### src/rtl/hazard_pkg.sv
// Shared encodings for the pipeline hazard controller: forward-select codes,
// controller FSM states and the hardwired-zero register number.
package hazard_pkg;

  localparam logic [1:0] FWD_REG = 2'b00;
  localparam logic [1:0] FWD_MEM = 2'b01;
  localparam logic [1:0] FWD_WB  = 2'b10;

  localparam int REG_ZERO = 0;

  typedef enum logic {
    RUN   = 1'b0,
    STALL = 1'b1
  } hz_state_t;

  // The younger MEM result shadows WB; a load still in MEM has no data yet.
  function automatic logic [1:0] fwd_sel(input logic mem_hit,
                                         input logic mem_is_load,
                                         input logic wb_hit);
    logic [1:0] sel;
    sel = FWD_REG;
    if (mem_hit) begin
      sel = mem_is_load ? FWD_REG : FWD_MEM;
    end else if (wb_hit) begin
      sel = FWD_WB;
    end
    return sel;
  endfunction

endpackage

### src/rtl/hazard_stage_slot.sv
// One shadow pipeline slot: loads the upstream slot each cycle, or an
// all-zero (invalid) bubble when told to.
module hazard_stage_slot #(
  parameter int W = 8
) (
  input  logic         clk,
  input  logic         rst,
  input  logic         bubble,
  input  logic [W-1:0] d,
  output logic [W-1:0] q
);

  always_ff @(posedge clk or posedge rst) begin
    if (rst) begin
      q <= '0;
    end else if (bubble) begin
      q <= '0;
    end else begin
      q <= d;
    end
  end

endmodule

### src/rtl/pipeline_hazard_controller.sv
// Stall/flush/forward sequencing for the 5-stage MIPS pipeline, driven from
// ID-stage decode and redirect events plus a private shadow of EX/MEM/WB.
module pipeline_hazard_controller
  import hazard_pkg::*;
#(
  parameter int LOAD_STALL_CYCLES = 1,
  parameter int REG_ADDR_W        = 5
) (
  input  logic                  Clk,
  input  logic                  Reset,
  input  logic [REG_ADDR_W-1:0] ID_Rs,
  input  logic [REG_ADDR_W-1:0] ID_Rt,
  input  logic                  ID_UsesRs,
  input  logic                  ID_UsesRt,
  input  logic [REG_ADDR_W-1:0] ID_Dest,
  input  logic                  ID_RegWrite,
  input  logic                  ID_MemRead,
  input  logic                  ID_Jump,
  input  logic                  EX_Jr,
  input  logic                  M_PCSrc,
  output logic                  PCWrite,
  output logic                  IFID_Write,
  output logic                  IFID_Flush,
  output logic                  IDEX_Flush,
  output logic                  EXMEM_Flush,
  output logic [1:0]            ForwardA,
  output logic [1:0]            ForwardB,
  output logic                  ID_BypassA,
  output logic                  ID_BypassB,
  output logic                  dbg_state,
  output logic [2:0]            dbg_count
);

  // EX keeps the consumer's sources so forwarding can be resolved there.
  typedef struct packed {
    logic                  valid;
    logic                  regwrite;
    logic                  memread;
    logic                  uses_rs;
    logic                  uses_rt;
    logic [REG_ADDR_W-1:0] dest;
    logic [REG_ADDR_W-1:0] rs;
    logic [REG_ADDR_W-1:0] rt;
  } ex_slot_t;

  typedef struct packed {
    logic                  valid;
    logic                  regwrite;
    logic                  memread;
    logic [REG_ADDR_W-1:0] dest;
  } mem_slot_t;

  typedef struct packed {
    logic                  valid;
    logic                  regwrite;
    logic [REG_ADDR_W-1:0] dest;
  } wb_slot_t;

  localparam logic [REG_ADDR_W-1:0] ZERO_REG     = REG_ADDR_W'(REG_ZERO);
  localparam logic [2:0]            STALL_RELOAD = 3'(LOAD_STALL_CYCLES - 1);

  ex_slot_t  id_info, ex_s;
  mem_slot_t mem_d, mem_s;
  wb_slot_t  wb_d, wb_s;

  hz_state_t  state_q, state_d;
  logic [2:0] count_q, count_d;

  logic ex_load_prod, mem_prod, wb_prod, load_use;
  logic mem_hit_a, mem_hit_b, wb_hit_a, wb_hit_b;

  assign id_info = '{valid: 1'b1, regwrite: ID_RegWrite, memread: ID_MemRead,
                     uses_rs: ID_UsesRs, uses_rt: ID_UsesRt, dest: ID_Dest,
                     rs: ID_Rs, rt: ID_Rt};
  assign mem_d   = '{valid: ex_s.valid, regwrite: ex_s.regwrite,
                     memread: ex_s.memread, dest: ex_s.dest};
  assign wb_d    = '{valid: mem_s.valid, regwrite: mem_s.regwrite,
                     dest: mem_s.dest};

  hazard_stage_slot #(.W($bits(ex_slot_t))) u_ex_slot (
    .clk    (Clk),
    .rst    (Reset),
    .bubble (IDEX_Flush),
    .d      (id_info),
    .q      (ex_s)
  );

  hazard_stage_slot #(.W($bits(mem_slot_t))) u_mem_slot (
    .clk    (Clk),
    .rst    (Reset),
    .bubble (EXMEM_Flush),
    .d      (mem_d),
    .q      (mem_s)
  );

  hazard_stage_slot #(.W($bits(wb_slot_t))) u_wb_slot (
    .clk    (Clk),
    .rst    (Reset),
    .bubble (1'b0),
    .d      (wb_d),
    .q      (wb_s)
  );

  // Register 0 is never a producer, so no match against it can fire.
  assign ex_load_prod = ex_s.valid && ex_s.regwrite && ex_s.memread &&
                        (ex_s.dest != ZERO_REG);
  assign mem_prod     = mem_s.valid && mem_s.regwrite && (mem_s.dest != ZERO_REG);
  assign wb_prod      = wb_s.valid && wb_s.regwrite && (wb_s.dest != ZERO_REG);

  assign load_use = ex_load_prod &&
                    ((ID_UsesRs && (ID_Rs == ex_s.dest)) ||
                     (ID_UsesRt && (ID_Rt == ex_s.dest)));

  assign mem_hit_a = mem_prod && ex_s.valid && ex_s.uses_rs && (mem_s.dest == ex_s.rs);
  assign mem_hit_b = mem_prod && ex_s.valid && ex_s.uses_rt && (mem_s.dest == ex_s.rt);
  assign wb_hit_a  = wb_prod && ex_s.valid && ex_s.uses_rs && (wb_s.dest == ex_s.rs);
  assign wb_hit_b  = wb_prod && ex_s.valid && ex_s.uses_rt && (wb_s.dest == ex_s.rt);

  always_ff @(posedge Clk or posedge Reset) begin
    if (Reset) begin
      state_q <= RUN;
      count_q <= '0;
    end else begin
      state_q <= state_d;
      count_q <= count_d;
    end
  end

  // The detecting cycle is the first bubble; STALL covers the remaining ones.
  always_comb begin
    state_d = state_q;
    count_d = count_q;
    if (M_PCSrc || EX_Jr) begin
      state_d = RUN;
      count_d = '0;
    end else if (state_q == STALL) begin
      count_d = count_q - 3'd1;
      if (count_q <= 3'd1) begin
        state_d = RUN;
        count_d = '0;
      end
    end else if (load_use && (LOAD_STALL_CYCLES > 1)) begin
      state_d = STALL;
      count_d = STALL_RELOAD;
    end
  end

  always_comb begin
    PCWrite     = 1'b1;
    IFID_Write  = 1'b1;
    IFID_Flush  = 1'b0;
    IDEX_Flush  = 1'b0;
    EXMEM_Flush = 1'b0;
    ForwardA    = FWD_REG;
    ForwardB    = FWD_REG;
    ID_BypassA  = 1'b0;
    ID_BypassB  = 1'b0;
    if (!Reset) begin
      ForwardA   = fwd_sel(mem_hit_a, mem_s.memread, wb_hit_a);
      ForwardB   = fwd_sel(mem_hit_b, mem_s.memread, wb_hit_b);
      ID_BypassA = wb_prod && ID_UsesRs && (ID_Rs == wb_s.dest);
      ID_BypassB = wb_prod && ID_UsesRt && (ID_Rt == wb_s.dest);
      if (M_PCSrc) begin
        IFID_Flush  = 1'b1;
        IDEX_Flush  = 1'b1;
        EXMEM_Flush = 1'b1;
      end else if (EX_Jr) begin
        IFID_Flush = 1'b1;
        IDEX_Flush = 1'b1;
      end else if ((state_q == STALL) || load_use) begin
        PCWrite    = 1'b0;
        IFID_Write = 1'b0;
        IDEX_Flush = 1'b1;
      end else if (ID_Jump) begin
        IFID_Flush = 1'b1;
      end
    end
  end

  assign dbg_state = state_q;
  assign dbg_count = count_q;

endmodule

### config.mk
export PLATFORM = sky130hd
export DESIGN_NAME = pipeline_hazard_controller
export DESIGN_NICKNAME = d
export VERILOG_FILES = /design/src/rtl/hazard_pkg.sv /design/src/rtl/hazard_stage_slot.sv /design/src/rtl/pipeline_hazard_controller.sv
export SDC_FILE = /design/constraint.sdc
export NUM_CORES = 1
export LEC_CHECK = 0
export CAP_MARGIN = 20
export CORE_MARGIN = 1
export CORE_UTILIZATION = 55
export DETAILED_ROUTE_END_ITERATION = 12
export PLACE_DENSITY = 0.84
export SLEW_MARGIN = 5
export SYNTH_ARGS = -nofsm -noshare
export SYNTH_HDL_FRONTEND = slang
export SYNTH_SLANG_ARGS = --single-unit
### constraint.sdc
create_clock -name Clk -period 4 [get_ports Clk]
set_clock_uncertainty 0.2 [all_clocks]
set_input_delay 0.6 -clock Clk [delete_from_list [all_inputs] [get_ports Clk]]
set_output_delay 0.6 -clock Clk [all_outputs]
set_load 0.03 [all_outputs]
==> results of run 1 <==
-- worst max-delay path, delay by kind of cell (launching register included) --
kind,cells,cell delay (ps)
buffers and inverters,1,740
AND/OR/NAND/NOR,2,660
AO/OA/AOI/OAI,2,530
flip-flops,1,430
-- where the power goes --
group	switching (W)	total, W	internal (W)
clock	0.000132	0.000333	0.000202
sequential	0.0000277	0.000445	0.000417
combinational	0.0000679	0.000135	0.0000672
total	0.000227	0.000913	0.000686
-- per-stage QoR --
stage	worst slack (ps)	power, W	instances
3_3_place_gp	663	0.000584	275
6_report	559	0.000913	283
3_5_place_dp	677	0.000588	275
5_1_grt	526	0.000952	283
4_1_cts	599	0.000921	283
2_1_floorplan	644	0.000533	201
-- layer usage --
layer,share of wire,up-vias,wire (um),global-route usage
li1,-,748,-,-
met1,0.45,750,1960,0.332
met2,0.48,43,2090,0.383
met3,0.048,9,210,0.0489
met4,0.018,0,80,0.0966
met5,0,-,0,0
-- Yosys cell counts (all sizes together) --
cell     instances  share of area
o2111a           2          0.011
and2             8          0.025
ha               2          0.012
clkbuf           7          0.013
nor4            10          0.030
o221ai           1         0.0042
nor2             8          0.016
nor3             3         0.0073
xnor2           16          0.068
or2              1         0.0030
or4              2         0.0073
nand3            5          0.012
inv              5         0.0091
o22ai            1         0.0030
o211ai           1         0.0036
o2111ai          2          0.012
and3             2         0.0061
a32oi            1         0.0042
o2bb2ai          1         0.0042
a21oi           20          0.083
nand2           27          0.049
nand4            3         0.0091
o21ai            2         0.0048
buf              6          0.022
dfrtp           39           0.47
a21boi           1         0.0036
xor2            24           0.10
and4             1         0.0042
-- layout make-up --
type	instances	area, um2	area share
tap	46	57.6	0.0224
clock inverter	2	35.0	0.0137
inverter	5	18.8	0.00731
sequential	39	976	0.380
clock buffer	6	82.6	0.0322
timing repair buffer	41	390	0.152
multi-input combinational	144	1010	0.392
-- cell families (layout without fill, tap and decap cells) --
logic type | Yosys count | after routing | share of synthesized area
xor gates and xnor gates | 40 | 40 | 0.170
buffers and inverters | 18 | 54 | 0.0436
DFF | 39 | 39 | 0.472
adders and majority gates | 2 | 2 | 0.0121
and+or+nand+nor | 70 | 70 | 0.169
AOI/OAI and AO/OA | 32 | 32 | 0.133
-- state kept, by name, summed over array words and instances, names as in the netlist --
signal	cells
dbg_count	3
dbg_state	1
u_wb_slot.q	7
u_mem_slot.q	8
u_ex_slot.q	20
-- path summary, 6_finish.rpt --
check	startpoint	to	slack, ps	cells past startpoint
worst max-delay path	u_ex_slot.q[12]	IFID_Write	560	5
worst min-delay path	u_mem_slot.q[6]	u_wb_slot.q[5]	180	0
worst max register to register	u_ex_slot.q[12]	u_ex_slot.q[19]	1860	5
worst min register to register	u_mem_slot.q[6]	u_wb_slot.q[5]	180	0
max in group asynchronous	Reset	u_mem_slot.q[2]	2380	3
min in group asynchronous	Reset	dbg_count[2]	870	3
==> impl_metrics.yaml, run 1 <==
run_status:
  outcome: "finished clean"
pwr:
  vdd_drop_max_uv: 266
  p_per_area_mw_per_mm2: 356
  p_leak_nw: 1.12
floorplanning:
  die_w_um: 63.3
  die_h_um: 63.3
  core_mm2: 0.00347
  io_pins: 39
  start_util: 0.596
  rows: 21
  dieArea_mm2: 0.00400
cells_and_area:
  mostFrequentLayoutCells: "39 x dfrtp_1, 33 x clkdlybuf4s50_1, 27 x nand2_1, 24 x xor2_1, 19 x a21oi_2"
  synthToLayoutAreaGrowth_pct: 24.2
  design_area_mm2: 0.00257
  mostFrequentLayoutCell: "dfrtp_1"
  final_nets: 262
  antenna_cells: 0
  drive_above_1_share: 0.169
  num-fill-cells: 264
  fin_util: 0.740
clock_network:
  tritoncts: "done"
  cts_buffer_depth: 2
  path_clk_slew_ps: 70
  cts_resized: 0
  insertion_delay_ps: 290
  holdBufCountCts: 0
  cts_root_buffer: "clkbuf_8"
  post_cts_buffers: 0
  cts_buffers: 5
  cts_sinks: 39
  h-tree-depth: 2
synthesis:
  yosys_warnings: 0
  syn_inst: 201
  synth_seq_area_share: 0.472
  synth_area_mm2: 0.00207
  syn-num-nets: 227
  syn_avg_cell_area_um2: 10.3
  ys_types: 34
  ys_ff_latch: 39
place:
  hpwl_um: 3200
  numPortBuffers: 38
  placed_cell_area_mm2: 0.00245
  place_congestion: 0.852
grt:
  grt_pass1_wl_um: 7310
  grt_overflow: 0
  grt_usage: 0.244
  grt_max_degree: 43
  grt_pass1_vias: 1469
  antenna_found_initial: 0
hold_path:
  hp-class: "register to register"
sta:
  finalSetupViolCount: 0
  rsz0062_at_grt: "no"
  worst_slew_pin_slew_ps: 500
  max_freq_ghz: 0.291
  hold_ws_ps: 182
  hold_violations: 0
  period_needed_ps: 3440
  slew_headroom: 0.667
  post-route-period-util: 0.860
  slew_viol_final: 0
  finalSetupTns_ps: 0
flow_run:
  max_cap_viol_count: 0
routing:
  ant_nets: 0
  wl_per_cell_um: 15.3
  via_per_inst: 5.48
  drc: 0
  drt_iter0_drc: 90
  num_vias: 1550
  dr.pass1.iters: 4
  wirelength_um: 4340
critical_path:
  path_class: "register to primary output"
  end_kind: "primary output"
  crit_fanout: 4
  max_stage_delay_ps: 740
  worstPathArrival_ps: 2640
  critPathSlowestCell: "clkdlybuf4s50_1"
  startpoint_type: "register"
  crit_required_ps: 3200
  crit_chain: "or4_1 -> o2111ai_2 -> nor4_1 -> a32oi_1 -> clkdlybuf4s50_1"
No activity file was read; power rests on OpenSTA's default activity.
==> run 2: changes to the inputs <==
Settings changed: SKIP_LAST_GASP set to 1.
==> results of run 2 <==
The final DEF is identical to that of run 1; final timing and power are the same.
==> run 3: changes to the inputs <==
Clock period 4 ns to 4.4 ns, I/O delays scaled along.
==> run 3 against run 2 <==
  * Die area did not move
  * Sequential cell count unchanged
  * Register-to-register slack better by 480 ps
  * Cell count grew 0.35%
  * Count of clock-buffer cells in the layout unchanged
  * Clock power decreased by 8.1%
  * Routed wire length grew 1.2%
  * Power fell by 8.5%
  * Critical path depth stayed put
  * Core utilization rose by 0.43 points
  * Sequential power decreased by 9.0%
  * Largest power group unchanged
==> impl_metrics.yaml, run 3 (synthesis gave the netlist of run 1 again) <==
sta:
  finalSetupTns_ps: 0
  slew_headroom: 0.729
  period_needed_ps: 3530
  slew_viol_final: 0
  worst_slew_pin_slew_ps: 404
  post-route-period-util: 0.803
  setup_slack_ps: 867
  max_freq_ghz: 0.283
  finalSetupViolCount: 0
  hold_violations: 0
  rsz0062_at_grt: "no"
routing:
  wirelength_um: 4390
  wl_per_cell_um: 15.5
  dr.pass1.iters: 4
  drt_iter0_drc: 131
  ant_nets: 0
  drc: 0
  num_vias: 1538
  via_per_inst: 5.42
cells_and_area:
  antenna_cells: 0
  regArea_um2: 976
  drive_above_1_share: 0.160
  reg_top3: "u_ex_slot.q: 20 flops, u_mem_slot.q: 8 flops, u_wb_slot.q: 7 flops"
  largest-register: "u_ex_slot.q"
  final_nets: 263
  multi_input_area_mm2: 0.00101
  num-fill-cells: 264
  synthToLayoutAreaGrowth_pct: 25.0
  mostFrequentLayoutCells: "39 x dfrtp_1, 36 x clkdlybuf4s50_1, 27 x nand2_1, 24 x xor2_1, 19 x a21oi_2"
  mostFrequentLayoutCell: "dfrtp_1"
  largest_reg_flops: 20
grt:
  grt_usage: 0.266
  antenna_found_initial: 0
  grt_pass1_vias: 1623
  grt_overflow: 0
  grt_pass1_wl_um: 7930
  grt_max_degree: 26
place:
  hpwl_um: 3290
  pre_cts_slack_ps: 889
  numPortBuffers: 38
  place_congestion: 0.889
hold_path:
  hp-class: "register to register"
  holdPathEnd: "u_wb_slot.q[5]"
  worstHoldStart: "u_mem_slot.q[6]"
  hold_depth: 0
critical_path:
  end_kind: "primary output"
  crit_top_cell: "clkdlybuf4s50_1"
  ff2ff_setup_slack_ps: 2340
  crit_fanout: 16
  critPathSlowestCell: "clkdlybuf4s50_1"
  path_class: "input port to primary output"
  rr_worst_depth: 5
  r2r_start: "u_ex_slot.q[12]"
  worstPathArrival_ps: 2670
  crit_chain: "clkdlybuf4s50_1 -> inv_1 -> buf_4 -> a32oi_1 -> clkdlybuf4s50_1"
  max_stage_delay_ps: 710
  startpoint_type: "input port"
  crit_required_ps: 3540
  timing.rr.end: "u_ex_slot.q[19]"
pwr:
  clock_power_share: 0.366
  internal-power_w: 0.000624
  p_comb_frac: 0.149
  p_per_area_mw_per_mm2: 324
  swShare: 0.253
  p_leak_nw: 1.12
  p_sw_w: 0.000211
  vdd_drop_max_uv: 191
  seq_power_share: 0.485
clock_network:
  holdBufCountCts: 0
  tritoncts: "done"
  cts_buffer_depth: 2
  post_cts_buffers: 0
  cts_buffers: 5
  path_clk_slew_ps: 70
  insertion_delay_ps: 290
  h-tree-depth: 2
  cts_root_buffer: "clkbuf_8"
  cts_sinks: 39
  cts_resized: 0
flow_run:
  max_cap_viol_count: 0
floorplanning:
  dieArea_mm2: 0.00400
  rows: 21
  io_pins: 39
  die_w_um: 63.3
  die_h_um: 63.3
  start_util: 0.596
  core_mm2: 0.00347
run_status:
  outcome: "finished clean"
run 3: power by group through the flow:
stage          combinational [W]  clock [W]  sequential, W
2_1_floorplan          0.0000852          0       0.000400
3_3_place_gp            0.000121          0       0.000411
3_5_place_dp            0.000124          0       0.000412
4_1_cts                 0.000125   0.000312       0.000405
5_1_grt                 0.000139   0.000329       0.000408
6_report                0.000124   0.000306       0.000405
run 3: cell type report:
class / count / area share
well taps: 46 / 0.0223
inverters: 5 / 0.00727
clock inverters: 2 / 0.0136
flip-flops and latches: 39 / 0.378
clock buffers: 6 / 0.0320
repair buffers: 42 / 0.157
multi-input cells: 144 / 0.390
run 3: layer usage:
layer / share of wire / track usage
met1: 0.47 / 0.356
met2: 0.48 / 0.414
met3: 0.031 / 0.0453
met4: 0.018 / 0.136
met5: 0 / 0
run 3: worst max path at each step:
stage / slack [ps] / startpoint / to
final: 870 / Reset / PCWrite
after global routing: 760 / Reset / IFID_Write
after CTS: 850 / Reset / PCWrite
after detailed placement: 890 / Reset / PCWrite
after global placement: 930 / Reset / IFID_Write
after floorplan: 920 / Reset / PCWrite
run 3: critical path, delay by kind of cell:
family	cells	cell delay, ps
compound gates	1	240
buf+inv	4	1760
run 3: stage by stage:
stage | instances | cell area [um2] | util | power, W | hold WS (ps)
floorplan | 201 | 2070 | - | 0.000485 | 153
global placement | 276 | 2460 | 0.710 | 0.000532 | 163
detailed placement | 276 | 2460 | 0.710 | 0.000536 | 163
CTS | 284 | 2580 | 0.744 | 0.000842 | 180
global route | 284 | 2580 | 0.744 | 0.000876 | 189
finish | 284 | 2580 | 0.744 | 0.000836 | 181
